**src/rtl/i2c_arb_pkg.sv**
```systemverilog
// Shared constants and helpers for the I2C bus arbiter.
// Build option I2C_ARB_PRIO_EN selects fixed priority instead of round-robin.
package i2c_arb_pkg;

  localparam logic [2:0] ST_IDLE  = 3'd0;
  localparam logic [2:0] ST_GRANT = 3'd1;
  localparam logic [2:0] ST_RUN   = 3'd2;
  localparam logic [2:0] ST_HOLD  = 3'd3;
  localparam logic [2:0] ST_ABORT = 3'd4;

  // 1 ms at 50 MHz
  localparam int DEF_TIMEOUT_CYC = 50000;

  localparam int MAX_NREQ = 8;

  function automatic int onehot_to_idx(input logic [MAX_NREQ-1:0] oh);
    int idx;
    idx = 0;
    for (int i = 0; i < MAX_NREQ; i++) begin
      if (oh[i]) idx = i;
    end
    return idx;
  endfunction

endpackage

```
**src/rtl/arb_rr_pick.sv**
```systemverilog
// Combinational winner picker: round-robin from ptr_i+1, or lowest index
// when I2C_ARB_PRIO_EN is defined (the pointer port then disappears).
module arb_rr_pick
  import i2c_arb_pkg::*;
#(
  parameter int NREQ = 4,
  parameter int IDW  = $clog2(NREQ)
) (
  input  logic [NREQ-1:0] req_i,
`ifndef I2C_ARB_PRIO_EN
  input  logic [IDW-1:0]  ptr_i,
`endif
  output logic [NREQ-1:0] win_oh_o,
  output logic [IDW-1:0]  win_idx_o
);

`ifdef I2C_ARB_PRIO_EN
  always_comb begin
    win_oh_o = '0;
    for (int i = NREQ - 1; i >= 0; i--) begin
      if (req_i[i]) begin
        win_oh_o    = '0;
        win_oh_o[i] = 1'b1;
      end
    end
  end
`else
  // Scan farthest-first so the candidate nearest to ptr_i+1 is written last.
  always_comb begin
    int idx;
    win_oh_o = '0;
    idx      = 0;
    for (int off = NREQ; off >= 1; off--) begin
      idx = int'(ptr_i) + off;
      if (idx >= NREQ) idx = idx - NREQ;
      if (req_i[idx]) begin
        win_oh_o      = '0;
        win_oh_o[idx] = 1'b1;
      end
    end
  end
`endif

  assign win_idx_o = IDW'(onehot_to_idx(MAX_NREQ'(win_oh_o)));

endmodule

```
**src/rtl/i2c_bus_arbiter.sv**
```systemverilog
// Grants the shared I2C engine to one requester at a time, with bus locking
// and a transfer watchdog. Define I2C_ARB_PRIO_EN for fixed-priority arbitration.
module i2c_bus_arbiter
  import i2c_arb_pkg::*;
#(
  parameter int NREQ        = 4,
  parameter int TIMEOUT_CYC = DEF_TIMEOUT_CYC,
  parameter int IDW         = $clog2(NREQ)
) (
  input  logic            CLK50M,
  input  logic            rstn,
  input  logic [NREQ-1:0] req_i,
  input  logic [NREQ-1:0] lock_i,
  output logic [NREQ-1:0] gnt_o,
  output logic [IDW-1:0]  owner_o,
  output logic            busy_o,
  output logic            eng_start_o,
  input  logic            eng_done_i,
  output logic            eng_abort_o,
  output logic            timeout_o
);

  localparam int             CW       = $clog2(TIMEOUT_CYC);
  localparam logic [CW-1:0]  CNT_LAST = CW'(TIMEOUT_CYC - 1);
  localparam logic [CW-1:0]  CNT_MAX  = '1;

  logic [2:0]      state_q, state_d;
  logic [NREQ-1:0] gnt_q, gnt_d;
  logic [IDW-1:0]  owner_q, owner_d;
  logic [CW-1:0]   cnt_q, cnt_d, cnt_inc;
  logic            start_q, start_d;
  logic            abort_q, abort_d;
  logic            timeout_q, timeout_d;
  logic [NREQ-1:0] win_oh;
  logic [IDW-1:0]  win_idx;

`ifndef I2C_ARB_PRIO_EN
  logic [IDW-1:0]  ptr_q, ptr_d;

  assign ptr_d = (state_q == ST_IDLE && |req_i) ? win_idx : ptr_q;

  // Pointer starts at the top requester so requester 0 wins first.
  always_ff @(posedge CLK50M or negedge rstn) begin
    if (!rstn) ptr_q <= IDW'(NREQ - 1);
    else       ptr_q <= ptr_d;
  end
`endif

  arb_rr_pick #(.NREQ(NREQ), .IDW(IDW)) u_pick (
    .req_i     (req_i),
`ifndef I2C_ARB_PRIO_EN
    .ptr_i     (ptr_q),
`endif
    .win_oh_o  (win_oh),
    .win_idx_o (win_idx)
  );

  assign cnt_inc = (cnt_q == CNT_MAX) ? cnt_q : cnt_q + CW'(1);

  always_comb begin
    state_d   = state_q;
    gnt_d     = gnt_q;
    owner_d   = owner_q;
    cnt_d     = cnt_q;
    start_d   = 1'b0;
    abort_d   = 1'b0;
    timeout_d = timeout_q;
    case (state_q)
      ST_IDLE: begin
        gnt_d = '0;
        if (|req_i) begin
          gnt_d   = win_oh;
          owner_d = win_idx;
          start_d = 1'b1;
          state_d = ST_GRANT;
        end
      end
      ST_GRANT: begin
        cnt_d   = '0;
        state_d = ST_RUN;
      end
      ST_RUN: begin
        cnt_d = cnt_inc;
        // A completion in the expiry cycle takes precedence over the abort.
        if (eng_done_i) begin
          if (lock_i[owner_q]) begin
            state_d = ST_HOLD;
          end else begin
            gnt_d   = '0;
            state_d = ST_IDLE;
          end
        end else if (cnt_q == CNT_LAST) begin
          gnt_d     = '0;
          abort_d   = 1'b1;
          timeout_d = 1'b1;
          state_d   = ST_ABORT;
        end
      end
      ST_HOLD: begin
        cnt_d = cnt_inc;
        if (!lock_i[owner_q]) begin
          gnt_d   = '0;
          state_d = ST_IDLE;
        end else if (cnt_q == CNT_LAST) begin
          gnt_d     = '0;
          timeout_d = 1'b1;
          state_d   = ST_IDLE;
        end else if (req_i[owner_q]) begin
          start_d = 1'b1;
          state_d = ST_GRANT;
        end
      end
      ST_ABORT: begin
        state_d = ST_IDLE;
      end
      default: begin
        gnt_d   = '0;
        state_d = ST_IDLE;
      end
    endcase
  end

  always_ff @(posedge CLK50M or negedge rstn) begin
    if (!rstn) begin
      state_q   <= ST_IDLE;
      gnt_q     <= '0;
      owner_q   <= '0;
      cnt_q     <= '0;
      start_q   <= 1'b0;
      abort_q   <= 1'b0;
      timeout_q <= 1'b0;
    end else begin
      state_q   <= state_d;
      gnt_q     <= gnt_d;
      owner_q   <= owner_d;
      cnt_q     <= cnt_d;
      start_q   <= start_d;
      abort_q   <= abort_d;
      timeout_q <= timeout_d;
    end
  end

  assign gnt_o       = gnt_q;
  assign owner_o     = owner_q;
  assign busy_o      = |gnt_q;
  assign eng_start_o = start_q;
  assign eng_abort_o = abort_q;
  assign timeout_o   = timeout_q;

endmodule

```
**config.mk**
```make
export PLATFORM = sky130hd
export DESIGN_NAME = i2c_bus_arbiter
export DESIGN_NICKNAME = d
export VERILOG_FILES = /design/src/rtl/i2c_arb_pkg.sv /design/src/rtl/arb_rr_pick.sv /design/src/rtl/i2c_bus_arbiter.sv
export SDC_FILE = /design/constraint.sdc
export NUM_CORES = 1
export LEC_CHECK = 0
export CAP_MARGIN = 20
export CORE_UTILIZATION = 60
export DETAILED_ROUTE_END_ITERATION = 6
export DONT_BUFFER_PORTS = 1
export GPL_TIMING_DRIVEN = 1
export PLACE_DENSITY = 0.76
export SYNTH_ARGS = -nofsm -noshare
export SYNTH_HDL_FRONTEND = slang
export SYNTH_SLANG_ARGS = --single-unit
```
**constraint.sdc**
```tcl
create_clock -name CLK50M -period 3.46 [get_ports CLK50M]
set_input_delay 0.692 -clock CLK50M [delete_from_list [all_inputs] [get_ports CLK50M]]
set_output_delay 0.692 -clock CLK50M [all_outputs]
set_load 0.02 [all_outputs]
```
==> impl_results.md, run 1 <==
- Longest Clk Path Bufs: 2
- Post-synthesis mux area share: just under 8%
- Slew HR: 42.0%
- Post-CTS setup buffers: 0
- Ys flop type: dfrtp_1
- Post-synthesis cell type count: 56
- Full die area: between 0.003 and 0.004 sq mm
- Max Clock Skew: around 0.012 ns
- Row Count: 21
- Hold_buf cts: 0
- Total GRT Usage: roughly 27%
- Setup CP Type: reg -> reg
- CTS tree: yes
- Mapped Area: around 0.0021 sq mm
- Post-synthesis cell count: between 200 and 250
- Setup TNS: 0 ns
- Area leader, netlist: dfrtp_1
- Slowest cell on the critical path: dfstp_2
- Post-synth EDFFs: 0
- WL/cell: 17.3 microns
- Post-synth top area share: about a third
- Async set-reset flop share out of synthesis: between 90% and 100%
- Leak: between 0.9 and 1 nW
- WP data required: roughly 3.7 ns
- Largest family of logic cells by synthesized area: compound AO/OA/AOI/OAI gates
- Final ANT Viol Nets: 0
- Total gr overflow: 0
- Vias in the first global route: between 1,500 and 2,000
- Sink Count: 30
- Ys Warns: 0
- RR Endpoint: ptr_q[0]
- Fillers: roughly 270
- Place WS: ~0.7 ns
- Crit-path cells: inv_1 -> ha_1 -> mux4_2 -> nor4b_4 -> o21ai_1 -> a2bb2oi_1 -> o221ai_1
- Sequential area share after synthesis: 35.9%
- Vias/cell: roughly 6.7
- CTS buffer count: 5
- Final min period: about 2.8 ns
- Post-synthesis simple-gate area fraction: around a fifth
- Multi-input gate area: about 0.0013 sq mm
- Flops & latches, synth: 30
- Initial DRC count: roughly 130
- CP Max Fanout: 18
- Core area: between 0.003 and 0.004 sq mm
- FF/Latch Area: roughly 750 sq um
- Synth top area cells: dfrtp_1 (33%), ha_1 (4.8%), mux4_2 (4.3%), xnor2_1 (4.2%), nand2_1 (3.2%)
- HPWL reported at the end of detailed placement: 3.35 mm
- Status: completed
- Synth Area in Adders: under 10%
- Share of cells above drive strength 1: a little over an eighth
- Largest net degree at the start of global routing: 31
- Worst vdd ir: 421 uV
- Syn Nets: around 230
- GP Congestion: approximately 0.89
- Synth cell count leaders: dfrtp_1 (28), nand2_1 (18), nor2_1 (18)
- DIE HEIGHT: around 60 microns
- Max Freq: 0.357 GHz
- Xor/xnor share of the synthesized area: 4.17%
- CP arrival: a little over 3 ns
- CTS clk-pin slew, worst paths: 0.10 ns
- Setup WS post-layout: about 0.66 ns
- Number of remaining DRC errors: 0
- Setup crit end kind: register
- Post-synthesis area per instance: ~10 sq um
- R2R Path Start: ptr_q[0]
- CTS root buf: clkbuf_4
- Number of hold violations in the final report: 0
- Area delta synth->final: 4.71%
- Final wirelength: 4.54 mm
- First-pass GRT wire length: between 7 and 8 mm
- Antenna cells: 0
- Worst slew pin tran: around 0.86 ns
- Worst reg-to-reg setup slack: between 0.6 and 0.7 ns
- # nets final: 234
- DRT Pass-1 Iters: 4
- Clock Latency Late Sink: about 0.34 ns
- Post-CTS resize count: 0
- Max_cap viols: 0
- Pwr Density: ~790 mW/mm^2
- Initial antenna violation count: 0
- H-tree depth: 2
- Most common cell in the netlist: dfrtp_1
- Critical Path Max Stage Delay: roughly 0.73 ns
- Worst Hold Class: in -> async
- Io pins: 21
- Share of the clock period used by the worst path: 81.1%
- Slew Limit Fails: 0
- Worst setup path start: ptr_q[0]
- Post-synthesis compound-gate area fraction: around 23%
- Worst r2r path cells: 7
- Initial Util: a little over three fifths
- DIE WIDTH: slightly above 60 microns
- Via count: between 1,500 and 2,000
- CP startpoint kind: register
- Final setup viols: 0
- Port Buf Inserts: 0
- RSZ-0062 raised after global routing: false
==> layout by cell type (no fill, tap or decap), types with 4 or more instances in the layout <==
| cell type | instances |
|---|---|
| nand3_1 | 8 |
| nand2b_1 | 5 |
| o21ai_0 | 4 |
| nor2_1 | 18 |
| a211oi_1 | 5 |
| mux2i_1 | 5 |
| xnor2_1 | 10 |
| dfrtp_1 | 28 |
| o21ai_1 | 6 |
| inv_1 | 11 |
| mux4_2 | 4 |
| clkbuf_4 | 5 |
| o22ai_1 | 4 |
| nand2_1 | 18 |
| ha_1 | 8 |
| nand4_1 | 6 |
| and3_1 | 7 |
==> critical path, delay by kind of cell (launching register included) <==
kind	cells	cell delay [ns]
AO/OA/AOI/OAI	3	0.46
adder cells (fa/ha/maj)	1	0.43
buffers and inverters	1	0.21
flip-flops	1	0.73
multiplexers	1	0.60
AND/OR/NAND/NOR	1	0.30
==> metrics by stage <==
step                      area (sq um)  util, %  hold slack, ns  total power [W]  instances
final                             2200     65.9          0.0311          0.00174        262
after global routing              2200     65.9         0.00950          0.00187        262
after CTS                         2200     65.9          0.0322          0.00173        262
after detailed placement          2140     64.1           0.397          0.00151        254
after global placement            2140     64.1           0.397          0.00147        254
after floorplan                   2100        -           0.396          0.00133        213
==> final cells by class <==
| class | count | share of cell area [%] |
|---|---|---|
| sequential | 30 | 34.3 |
| inverter | 11 | 1.88 |
| tap | 46 | 2.62 |
| clock inverter | 1 | 0.228 |
| clock buffer | 7 | 2.50 |
| timing repair buffer | 1 | 0.341 |
| multi-input combinational | 166 | 58.2 |
==> report_power, final <==
| part | leakage (nW) | switching (W) | internal, W | total, W |
|---|---|---|---|---|
| Combinational | 0.471 | 0.000506 | 0.000398 | 0.000904 |
| Clock | 0.0353 | 0.000124 | 0.0000983 | 0.000223 |
| Sequential | 0.398 | 0.000172 | 0.000437 | 0.000609 |
==> flip-flops by register name (all words and copies together), names as in the netlist <==
| signal | flops |
|---|---|
| cnt_q | 16 |
| gnt_o | 4 |
| state_q | 3 |
| owner_o | 2 |
| ptr_q | 2 |
| eng_abort_o | 1 |
| eng_start_o | 1 |
| timeout_o | 1 |
==> routing by layer <==
metal | track usage, % | share of wire, % | up-vias
met2 | 41.0 | 46 | 64
met1 | 37.2 | 45 | 850
met4 | 9.74 | 1.7 | 0
met3 | 8.19 | 6.9 | 10
li1 | - | - | 820
met5 | 0 | 0 | -
==> how the worst max path moves through the flow <==
| stage | endpoint | slack (ns) | cells after the start |
|---|---|---|---|
| after floorplan | ptr_q[0] | 1.06 | 7 |
| after global placement | ptr_q[0] | 0.78 | 7 |
| after detailed placement | ptr_q[0] | 0.70 | 7 |
| after CTS | ptr_q[0] | 0.64 | 7 |
| after global routing | owner_o[0] | 0.46 | 7 |
| final | ptr_q[0] | 0.66 | 7 |
==> cell families after synthesis <==
family,Yosys count
flip-flops,30
AND/OR/NAND/NOR,81
multiplexers,11
XOR/XNOR,10
AO/OA/AOI/OAI,56
buffers and inverters,17
adder cells (fa/ha/maj),8
(Power assumes the default switching activity.)
==> run 2: changes to the inputs <==
--- a/config.mk
+++ b/config.mk
@@ -5,6 +5,7 @@
 export SDC_FILE = /design/constraint.sdc
 export NUM_CORES = 1
 export LEC_CHECK = 0
+export ABC_AREA = 1
 export CAP_MARGIN = 20
 export CORE_UTILIZATION = 60
 export DETAILED_ROUTE_END_ITERATION = 6
==> constraint.sdc (replaced) <==
create_clock -name CLK50M -period 2.8 [get_ports CLK50M]
set_input_delay 0.56 -clock CLK50M [delete_from_list [all_inputs] [get_ports CLK50M]]
set_output_delay 0.56 -clock CLK50M [all_outputs]
set_load 0.02 [all_outputs]
==> run 2 against run 1 <==
Against the previous run: synthesized area up 1.6%; register-to-register slack better by 0.07 ns; utilization increased by 1.2 points; first-iteration DRC count increased by 56%; flip-flop and latch count stayed put; non-clock buffer count unchanged; worst hold slack improved by 0.0066 ns; setup slack better by 0.074 ns; maximum frequency increased by 35%; sequential power rose by 16%; critical path depth grew 2; via count up 8.9%; critical path type unchanged; largest cell class unchanged.
==> impl_results.md, run 2 <==
- Status: completed
- Max reg flops: 16
- R2R Path Start: ptr_q[0]
- RSZ-0062 raised after global routing: false
- Io pins: 21
- Full die area: between 0.003 and 0.004 sq mm
- Max Freq: 0.483 GHz
- Slew Limit Fails: 0
- Initial Util: 63.4%
- Worst vdd ir: 549 uV
- Total gr overflow: 0
- Pwr Density: about 940 mW/mm^2
- Sink Count: 30
- Post-synthesis area per instance: around 7.3 sq um
- Row Count: 21
- Worst slew pin tran: between 0.4 and 0.5 ns
- Utilization after layout: between 60% and 70%
- Fillers: ~330
- Buf/Inv on CP: 2
- Worst path most repeated cell: nand3_1
- Vias/cell: between 5 and 6
- Largest net degree at the start of global routing: 29
- WL/cell: 13.2 microns
- Syn Nets: between 300 and 400
- CTS clk-pin slew, worst paths: between 0.1 and 0.15 ns
- Synth cell count leaders: nand2_1 (84), nand3_1 (36), inv_1 (32)
- Setup crit end kind: register
- Multi-input gate area: around 0.0012 sq mm
- Crit-path cells: inv_2 -> ha_1 -> inv_1 -> nand3_1 -> nand2_2 -> nand3_1 -> a21oi_1 -> o21ai_1 -> nand3_1
- Sequential area share after synthesis: about a third
- Ys flop type: dfrtp_1
- Initial antenna violation count: 0
- CTS root buf: clkbuf_4
- DIE WIDTH: slightly above 60 microns
- Area delta synth->final: 5.69%
- Via count: about 1,900
- Synth top area cells: dfrtp_1 (33%), nand2_1 (15%), nand3_1 (8.4%), inv_1 (5.6%), ha_1 (4.7%)
- H-tree depth: 2
- Final setup viols: 0
- Post-synth EDFFs: 0
- Port Buf Inserts: 0
- DRT Pass-1 Iters: 4
- HPWL reported at the end of detailed placement: approximately 3.5 mm
- CP startpoint kind: register
- WL met3: 263 microns
- Final wirelength: 4.58 mm
- Post-synth top area share: about a third
- Worst Hold Class: in -> async
- CTS tree: yes
- Worst reg-to-reg setup slack: about 0.73 ns
- Most frequent cells in the layout: nand2_1 (84), nand3_1 (36), inv_1 (32)
- Final ANT Viol Nets: 0
- Post-synthesis cell type count: 32
- Clock Latency Late Sink: 0.33 ns
- Antenna cells: 0
- Delay-heaviest family, CP: flip-flops
- Worst r2r path cells: 9
- Share of the clock period used by the worst path: between 70% and 80%
- Setup TNS: 0 ns
- Core area: approximately 0.0034 sq mm
- Wire length on met2: between 1.5 and 2 mm
- Top sig layer: met4
- Most common cell after layout, fill and taps aside: nand2_1
- Largest register by flop count: cnt_q
- GP Congestion: about 0.9
- CTS buffer count: 5
- Max_cap viols: 0
- RR Endpoint: owner_o[1]
- Total GRT Usage: ~28%
- First-pass GRT wire length: 7.87 mm
- Vias in the first global route: approximately 1,800
- Mapped Area: ~0.0021 sq mm
- Max Clock Skew: 0.0176 ns
- Setup CP Type: reg -> reg
- # nets final: 319
- Critical Path Max Stage Delay: between 0.6 and 0.7 ns
- Leak: about 1.1 nW
- Area leader, netlist: dfrtp_1
- Share of cells above drive strength 1: between 10% and 20%
- Longest Clk Path Bufs: 2
- FF/Latch Area: roughly 750 sq um
- DIE HEIGHT: between 60 and 70 microns
- CP arrival: 2.26 ns
- Number of hold violations in the final report: 0
- Post-synthesis cell count: a little under 300
- Flops & latches, synth: 30
- Slew HR: 67.9%
- Initial DRC count: slightly above 200
- Async set-reset flop share out of synthesis: 100%
- WP data required: about 3 ns
- Most common cell in the netlist: nand2_1
- Slowest cell on the critical path: dfstp_2
- Final min period: 2.07 ns
- Ys Warns: 0
- Post-Route M1 WL: around 2.3 mm
- CP Max Fanout: 10
- Number of remaining DRC errors: 0
-- run 2: layout make-up --
type / instances / share of cell area [%]
Clock inverter: 1 / 0.222
Inverter: 38 / 6.33
Clock buffer: 7 / 2.44
Multi-Input combinational cell: 224 / 54.2
Timing Repair Buffer: 1 / 0.888
Sequential cell: 30 / 33.4
Tap cell: 46 / 2.55
-- run 2: layer usage --
| metal | vias up | global-route usage [%] |
|---|---|---|
| li1 | 963 | - |
| met3 | 11 | 5.25 |
| met2 | 54 | 42.2 |
| met4 | 0 | 9.52 |
| met1 | 872 | 41.9 |
| met5 | - | 0 |
-- run 2: logic make-up after synthesis --
logic type | after synthesis | synth area share, %
flip-flops | 30 | 35.3
buffers and inverters | 40 | 7.45
adder cells (fa/ha/maj) | 8 | 4.69
XOR/XNOR | 11 | 4.52
AO/OA/AOI/OAI | 32 | 9.15
AND/OR/NAND/NOR | 173 | 38.9
-- run 2: how the worst max path moves through the flow --
stage | startpoint | end | slack [ns] | cells after the start
after floorplan | ptr_q[0] | owner_o[1] | 0.96 | 11
after global routing | ptr_q[0] | owner_o[1] | 0.50 | 9
after CTS | ptr_q[0] | owner_o[1] | 0.73 | 9
final | ptr_q[0] | owner_o[1] | 0.73 | 9
after detailed placement | ptr_q[0] | owner_o[1] | 0.75 | 11
after global placement | ptr_q[0] | owner_o[1] | 0.80 | 9
-- run 2: per-stage QoR --
step	instance area, sq um	total power [W]	std cells	hold slack [ns]	setup WS (ns)
global placement	2170	0.00182	338	0.266	0.800
global route	2250	0.00233	347	0.0386	0.500
floorplan	2130	0.00162	294	0.264	0.961
CTS	2250	0.00212	347	0.0410	0.726
finish	2250	0.00212	347	0.0377	0.730
detailed placement	2170	0.00184	338	0.265	0.754
-- run 2: where the power goes --
part / switching, W / internal, W
clock: 0.000146 / 0.000122
combinational: 0.000789 / 0.000363
sequential: 0.000165 / 0.000540
total: 0.00110 / 0.00102
-- run 2: timing repair --
action / 4_1_cts / 5_1_grt
buffers inserted: 0 / 0
gates resized for setup: 0 / 0
hold endpoints to repair: 28 / 0
hold buffers: 1 / 0
-- run 2: worst register-to-register path, delay by kind of cell, from the launching register on --
family | cells | cell delay (ns)
buf+inv | 2 | 0.15
compound gates | 2 | 0.30
fa+ha+maj | 1 | 0.36
flops | 1 | 0.65
simple gates | 4 | 0.48
